--- config.mk ---
export PLATFORM = sky130hd
export DESIGN_NAME = param_universal_reg
export DESIGN_NICKNAME = d
export VERILOG_FILES = /design/src/rtl/param_universal_reg.sv
export SDC_FILE = /design/constraint.sdc
export NUM_CORES = 1
export LEC_CHECK = 0
export ABC_AREA = 1
export BUFFER_PORTS_ARGS = -buffer_cell sky130_fd_sc_hd__buf_2
export CORE_ASPECT_RATIO = 1.5
export CORE_UTILIZATION = 40
export CTS_CLUSTER_DIAMETER = 30
export DETAILED_ROUTE_END_ITERATION = 7
export GPL_TIMING_DRIVEN = 0
export HOLD_SLACK_MARGIN = 0.03
export PLACE_DENSITY = 0.72
export SETUP_SLACK_MARGIN = 0.15
export SLEW_MARGIN = 20
export SYNTH_ARGS = -nofsm -noshare
export SYNTH_HDL_FRONTEND = slang
export SYNTH_SLANG_ARGS = --single-unit
--- constraint.sdc ---
create_clock -name clk -period 1.8 [get_ports clk]
set_clock_uncertainty 0.1 [all_clocks]
set_input_delay 0.09 -clock clk [delete_from_list [all_inputs] [get_ports clk]]
set_output_delay 0.09 -clock clk [all_outputs]
set_load 0.02 [all_outputs]
--- src/rtl/param_universal_reg.sv ---
// WIDTH-bit universal register: hold, load, shift, rotate, up/down count, with async and sync clear.
// One-cycle latency for every mode; no backpressure (en=0 simply holds state).
module param_universal_reg #(
  parameter int               WIDTH       = 8,
  parameter logic [WIDTH-1:0] RESET_VALUE = '0
) (
  input  logic             clk,
  input  logic             clr,
  input  logic             sclr,
  input  logic             en,
  input  logic [2:0]       mode,
  input  logic [WIDTH-1:0] D,
  input  logic             ser_in,
  output logic [WIDTH-1:0] Q,
  output logic [WIDTH-1:0] not_Q,
  output logic             ser_out,
  output logic             tc
);

  localparam logic [2:0] MODE_HOLD = 3'b000;
  localparam logic [2:0] MODE_LOAD = 3'b001;
  localparam logic [2:0] MODE_SHL  = 3'b010;
  localparam logic [2:0] MODE_SHR  = 3'b011;
  localparam logic [2:0] MODE_ROL  = 3'b100;
  localparam logic [2:0] MODE_ROR  = 3'b101;
  localparam logic [2:0] MODE_UP   = 3'b110;
  localparam logic [2:0] MODE_DOWN = 3'b111;

  localparam logic [WIDTH-1:0] ONE  = {{(WIDTH-1){1'b0}}, 1'b1};
  localparam logic [WIDTH-1:0] ONES = '1;
  localparam logic [WIDTH-1:0] ZERO = '0;

  logic [WIDTH-1:0] q_r;
  logic             so_r;
  logic [WIDTH-1:0] q_nxt;
  logic             so_nxt;

  always_comb begin
    q_nxt  = q_r;
    so_nxt = so_r;
    unique case (mode)
      MODE_HOLD: q_nxt = q_r;
      MODE_LOAD: q_nxt = D;
      MODE_SHL: begin
        q_nxt  = {q_r[WIDTH-2:0], ser_in};
        so_nxt = q_r[WIDTH-1];
      end
      MODE_SHR: begin
        q_nxt  = {ser_in, q_r[WIDTH-1:1]};
        so_nxt = q_r[0];
      end
      MODE_ROL: begin
        q_nxt  = {q_r[WIDTH-2:0], q_r[WIDTH-1]};
        so_nxt = q_r[WIDTH-1];
      end
      MODE_ROR: begin
        q_nxt  = {q_r[0], q_r[WIDTH-1:1]};
        so_nxt = q_r[0];
      end
      MODE_UP:   q_nxt = q_r + ONE;
      MODE_DOWN: q_nxt = q_r - ONE;
      default:   q_nxt = q_r;
    endcase
  end

  // sclr outranks en so a disabled register can still be cleared
  always_ff @(posedge clk or posedge clr) begin
    if (clr) begin
      q_r  <= RESET_VALUE;
      so_r <= 1'b0;
    end else if (sclr) begin
      q_r  <= RESET_VALUE;
      so_r <= 1'b0;
    end else if (en) begin
      q_r  <= q_nxt;
      so_r <= so_nxt;
    end
  end

  assign Q       = q_r;
  assign not_Q   = ~q_r;
  assign ser_out = so_r;
  assign tc      = en & (((mode == MODE_UP) & (q_r == ONES)) |
                         ((mode == MODE_DOWN) & (q_r == ZERO)));

endmodule

# ---- Word level (Yosys, flattened, before mapping)
# Index checks and enable logic that the tools add are counted.
dict set report totals {
  ff_bits 9
  word_cells 32
  out_inout_bits 18
  input_bits 16
}
dict set report op_classes {
  bitwise 5
  eq_ne 9
  muxes 6
  n_addsub 2
  reduce_logical 8
}
# op count
set ops {}
lappend ops {{$pmux 8 s7} 1}
lappend ops {{$mux 8} 2}
lappend ops {{$eq 3x3->1 const B} 4}
lappend ops {{$add 8x1->8 const B} 1}
lappend ops {{$eq 8x8->1 const B} 1}
lappend ops {{$logic_not 8->1} 1}
lappend ops {{$not 8->8} 1}
lappend ops {{$sub 8x1->8 const B} 1}
lappend ops {{$eq 3x2->1 const B} 2}
lappend ops {{$reduce_and 2->1} 2}
lappend ops {{$reduce_or 2->1} 2}
lappend ops {{$and 1x1->1} 3}
lappend ops {{$eq 3x1->1 const B} 1}
lappend ops {{$logic_not 3->1} 1}
lappend ops {{$reduce_bool 3->1} 1}
lappend ops {{$mux 1} 2}
lappend ops {{$ne 2x2->1 const B} 1}
lappend ops {{$pmux 1 s2} 1}
lappend ops {{$reduce_bool 2->1} 1}
lappend ops {{$or 1x1->1} 1}

# ---- Depth between registers and ports, before layout
dict set report logic_depth {
  word_depth 5
  depth_mapped 18
  ltp_nobuf 17
}

# ---- Worst setup path before layout
# OpenSTA, ideal clock, no wires.
dict set report synth_path {
  path_kind {register to register}
  start {register q_r[1] (netlist: Q[1])}
  end {register q_r[6] (netlist: Q[6])}
  arrival_ns 1.649
  synth_period_minus_slack_ns 1.866
  required_time_ns 1.583
  path_stages_with_launch 17
  slack_ns -0.066
  path_cell_list {dfrtp_1 > inv_1 > nand2_1 > nand2_1 > inv_2 > ha_1 > inv_1 > nand2_1 > nand2_2 > nor2_1 > nand2_1 > nand2_1 > nand2_1 > nand3_1 > nand2_1 > nand2_1 > nand2_1}
}
dict set report synth_via {
  elab_chain_cells 4
  elab_cells_between_ends 5
  classes_between {add/sub (2); mux (3)}
}
# item line_no
set synth_lines {}
lappend synth_lines {{start, declared} 33} ;# logic [WIDTH-1:0] q_r;
lappend synth_lines {{start signal, assigned} 75} ;# q_r <= q_nxt;
lappend synth_lines {{$sub 8x1->8 or $add 8x1->8 (tied branches)} {61, 60}}
lappend synth_lines {{$pmux 8 s7 *} 41} ;# unique case (mode)
lappend synth_lines {{$mux 8 *} 74} ;# end else if (en) begin
lappend synth_lines {{$mux 8 *} 71} ;# end else if (sclr) begin
# Mark *: on every way between the ends. The rest lies on a longest branch, timed or not. The select of a mux whose other input is x is not followed.
# A chain may end at the register's enable or synchronous reset.

# ---- Final worst setup path
dict set report layout_path {
  start {register q_r[1] (netlist: Q[1])}
  end {register q_r[2] (netlist: Q[2])}
}
# Same word-level chain as after synthesis.

==> results.json <==
{
  "final_area_um2": 1590,
  "cp-startpoint": "Q[1]",
  "final_max_slew_viol_count": 0,
  "ys.warnings.count": 0,
  "violations": "design-rule violations",
  "fill_cells": 223,
  "area_delta_synth_final_pct": 49.1,
  "fin_nets": 256,
  "dr.pass1.iters": 6,
  "core_area_um2": 2480,
  "status": "finished with violations",
  "cpPeakStageDelay_ns": 0.45,
  "routedWlPerCell_um": 12.8,
  "whs_ns": 0.0450,
  "pin_count": 34,
  "clk_pin_slew_worst_paths_ns": 0.06,
  "multiInputGateArea_um2": 818,
  "drtIter0Drc": 38,
  "cp.arrival_ns": 1.80,
  "synth_cell_type_count": 29,
  "setup_viol": 0,
  "finalHoldViolCount": 0,
  "track_usage_pct": 23.6,
  "ant_nets": 0,
  "die_width_um": 44.2,
  "synth_top_area_share_pct": 21.1,
  "synth_seq_area_share_pct": 21.1,
  "grt_max_degree": 10,
  "grt_pass1_wl_um": 5300,
  "synth_area_leaders": "dfrtp_1 (21%), nand2_1 (19%), inv_1 (7.0%)",
  "drc_errors": 1,
  "yosys.area.top_type": "dfrtp_1",
  "synth-main-ff-cell": "dfrtp_1",
  "cpMostUsedCell": "nand2_1",
  "fin_util_pct": 64.2,
  "timing.rr.end": "Q[2]",
  "grt_pass1_vias": 1264,
  "worstSetupEndpointType": "flop",
  "syn_inst": 176,
  "min_from": "D[3]",
  "reg2regPathDepth": 13,
  "root_buffer": "clkbuf_4",
  "synth-edff-count": 0,
  "clock_latency_ns": 0.26,
  "power_density_nw_per_um2": 532,
  "die-area_um2": 2880,
  "crit_end": "Q[2]",
  "netlist_area_um2": 1070,
  "clk_path_buf_depth": 2,
  "antenna_found_initial": 0,
  "rsz0062_at_grt": "yes",
  "maxCapViolCount": 0,
  "clock_sinks": 9,
  "crit_fanout": 5,
  "layout-drive-gt1-share_pct": 43.6,
  "viasPerCell": 5.43,
  "h-tree-depth": 1,
  "tightest_slew_ns": 0.420,
  "dp_hpwl_um": 2400,
  "grt_overflow": 0,
  "worstSetupPathType": "reg2reg",
  "dp.cells": 233,
  "rows": 22,
  "crit_path_start_kind": "flop",
  "place_congestion": 0.871,
  "async_flop_share_pct": 100,
  "min_period_ns": 1.72,
  "start_util_pct": 43.1,
  "path_cells": "inv_4 > nand2_1 > nand2_2 > inv_2 > ha_4 > inv_2 > nand2_4 > nand2_4 > buf_6 > nand2_1 > o221ai_1 > nand2_1 > o22ai_1",
  "p_leak_uw": 0.000837,
  "clock.fmax_mhz": 580,
  "maxSlewHeadroom_pct": 72.0,
  "fin_crit_sh_pct": 95.7,
  "numCtsBuffers": 3,
  "routed_wl_um": 3330,
  "reg2reg_from": "Q[1]",
  "port_buffers": 33,
  "place_area_um2": 1280,
  "ir_drop_v": 0.000580,
  "worstPathRequired_ns": 1.88,
  "die_h_um": 65.3,
  "rrSetupSlack_ns": 0.08,
  "crit_path_top_delay_cell": "dfrtp_2",
  "stdcell_count": 260,
  "avgSynthCellArea_um2": 6.06,
  "synth-seq-cells": 9,
  "num_vias": 1413,
  "antenna_cells": 0,
  "regArea_um2": 230,
  "tritoncts": "built",
  "synth.net_count": 195,
  "hold_class": "in2reg"
}
cells in the final DEF, fill, tap and decap left out, types with 2 or more instances in the layout:
master	synthesis	routed
clkinv_1	2	2
o21ai_1	2	4
a21oi_1	8	8
buf_4	2	18
nor2_1	17	17
o211ai_1	2	2
nand3_2	2	3
inv_1	20	13
clkbuf_4	0	3
nand2_4	1	4
dlygate4sd3_1	0	5
nand3_1	11	9
dfrtp_1	9	5
nand2_1	54	42
nand4_1	4	4
dfrtp_2	0	4
o21ai_0	7	5
ha_1	3	2
buf_2	1	33
buf_6	0	3
o22ai_1	4	4
inv_4	1	2
nand2_2	9	18
a221oi_1	4	4
inv_2	3	9
final cells by class:
cell class / count / share of cell area, %
Multi-Input combinational cell: 138 / 51.4
Timing Repair Buffer: 56 / 22.9
Sequential cell: 9 / 14.5
Inverter: 26 / 6.45
Tap cell: 24 / 1.89
Clock buffer: 4 / 1.65
Buffer: 3 / 1.26
state kept, by name, indices dropped and copies added, names as in the netlist:
register / count
Q: 8
ser_out: 1
worst max-delay path: cells and delay by family (launching register included):
family | cells | cell delay, ns
flip-flops | 1 | 0.45
AND/OR/NAND/NOR | 6 | 0.39
buffers and inverters | 4 | 0.29
AO/OA/AOI/OAI | 2 | 0.29
adder cells (fa/ha/maj) | 1 | 0.14
routing by layer:
layer	GRT usage [%]	share of wire, %
met5	0	0
met2	40.8	53
met1	28.9	40
met3	1.10	4.2
met4	11.4	2.4
cell usage after synthesis (3+ instances only):
cell type   n
o21ai_0     7
o22ai_1     4
nor4_1      3
a221oi_1    4
a21oi_1     8
dfrtp_1     9
nand3_1    11
nand4_1     4
nand2_2     9
nand2_1    54
inv_2       3
ha_1        3
inv_1      20
nor2_1     17
where the power goes:
part	switching [uW]	internal, uW	leakage [uW]
sequential	23.3	223	0.000114
clock	66.8	85.2	0.0000150
combinational	274	174	0.000708
what timing repair did:
action	4_1_cts	5_1_grt
hold buffers	5	0
buffers inserted	12	6
gates cloned	0	0
endpoints found under the hold margin	13	0
endpoints found under the setup margin	4	8
pin swaps	3	8
resized for setup	6	29
worst min path at each step:
stage | endpoint | slack [ns] | cells after the start
6_report | Q[3] | 0.04 | 3
5_1_grt | Q[3] | 0.05 | 3
4_1_cts | Q[3] | 0.04 | 3
3_5_place_dp | ser_out | -0.04 | 2
3_3_place_gp | ser_out | -0.03 | 2
2_1_floorplan | Q[0] | -0.18 | 1
logic make-up after synthesis:
logic type	synth area share, %
and+or+nand+nor	45.6
adders and majority gates	3.52
DFF	21.1
buffers and inverters	11.3
AOI/OAI and AO/OA	18.5
per-stage QoR:
| step | setup slack, ns | total power (uW) | setup TNS [ns] |
|---|---|---|---|
| after CTS | 0.0986 | 786 | 0 |
| after global routing | -0.0232 | 908 | -0.0586 |
| final | 0.0768 | 846 | 0 |
| after floorplan | 0.121 | 485 | 0 |
| after global placement | 0.0414 | 592 | 0 |
| after detailed placement | 0.0304 | 592 | 0 |
Power figures use the tool's default switching activity.
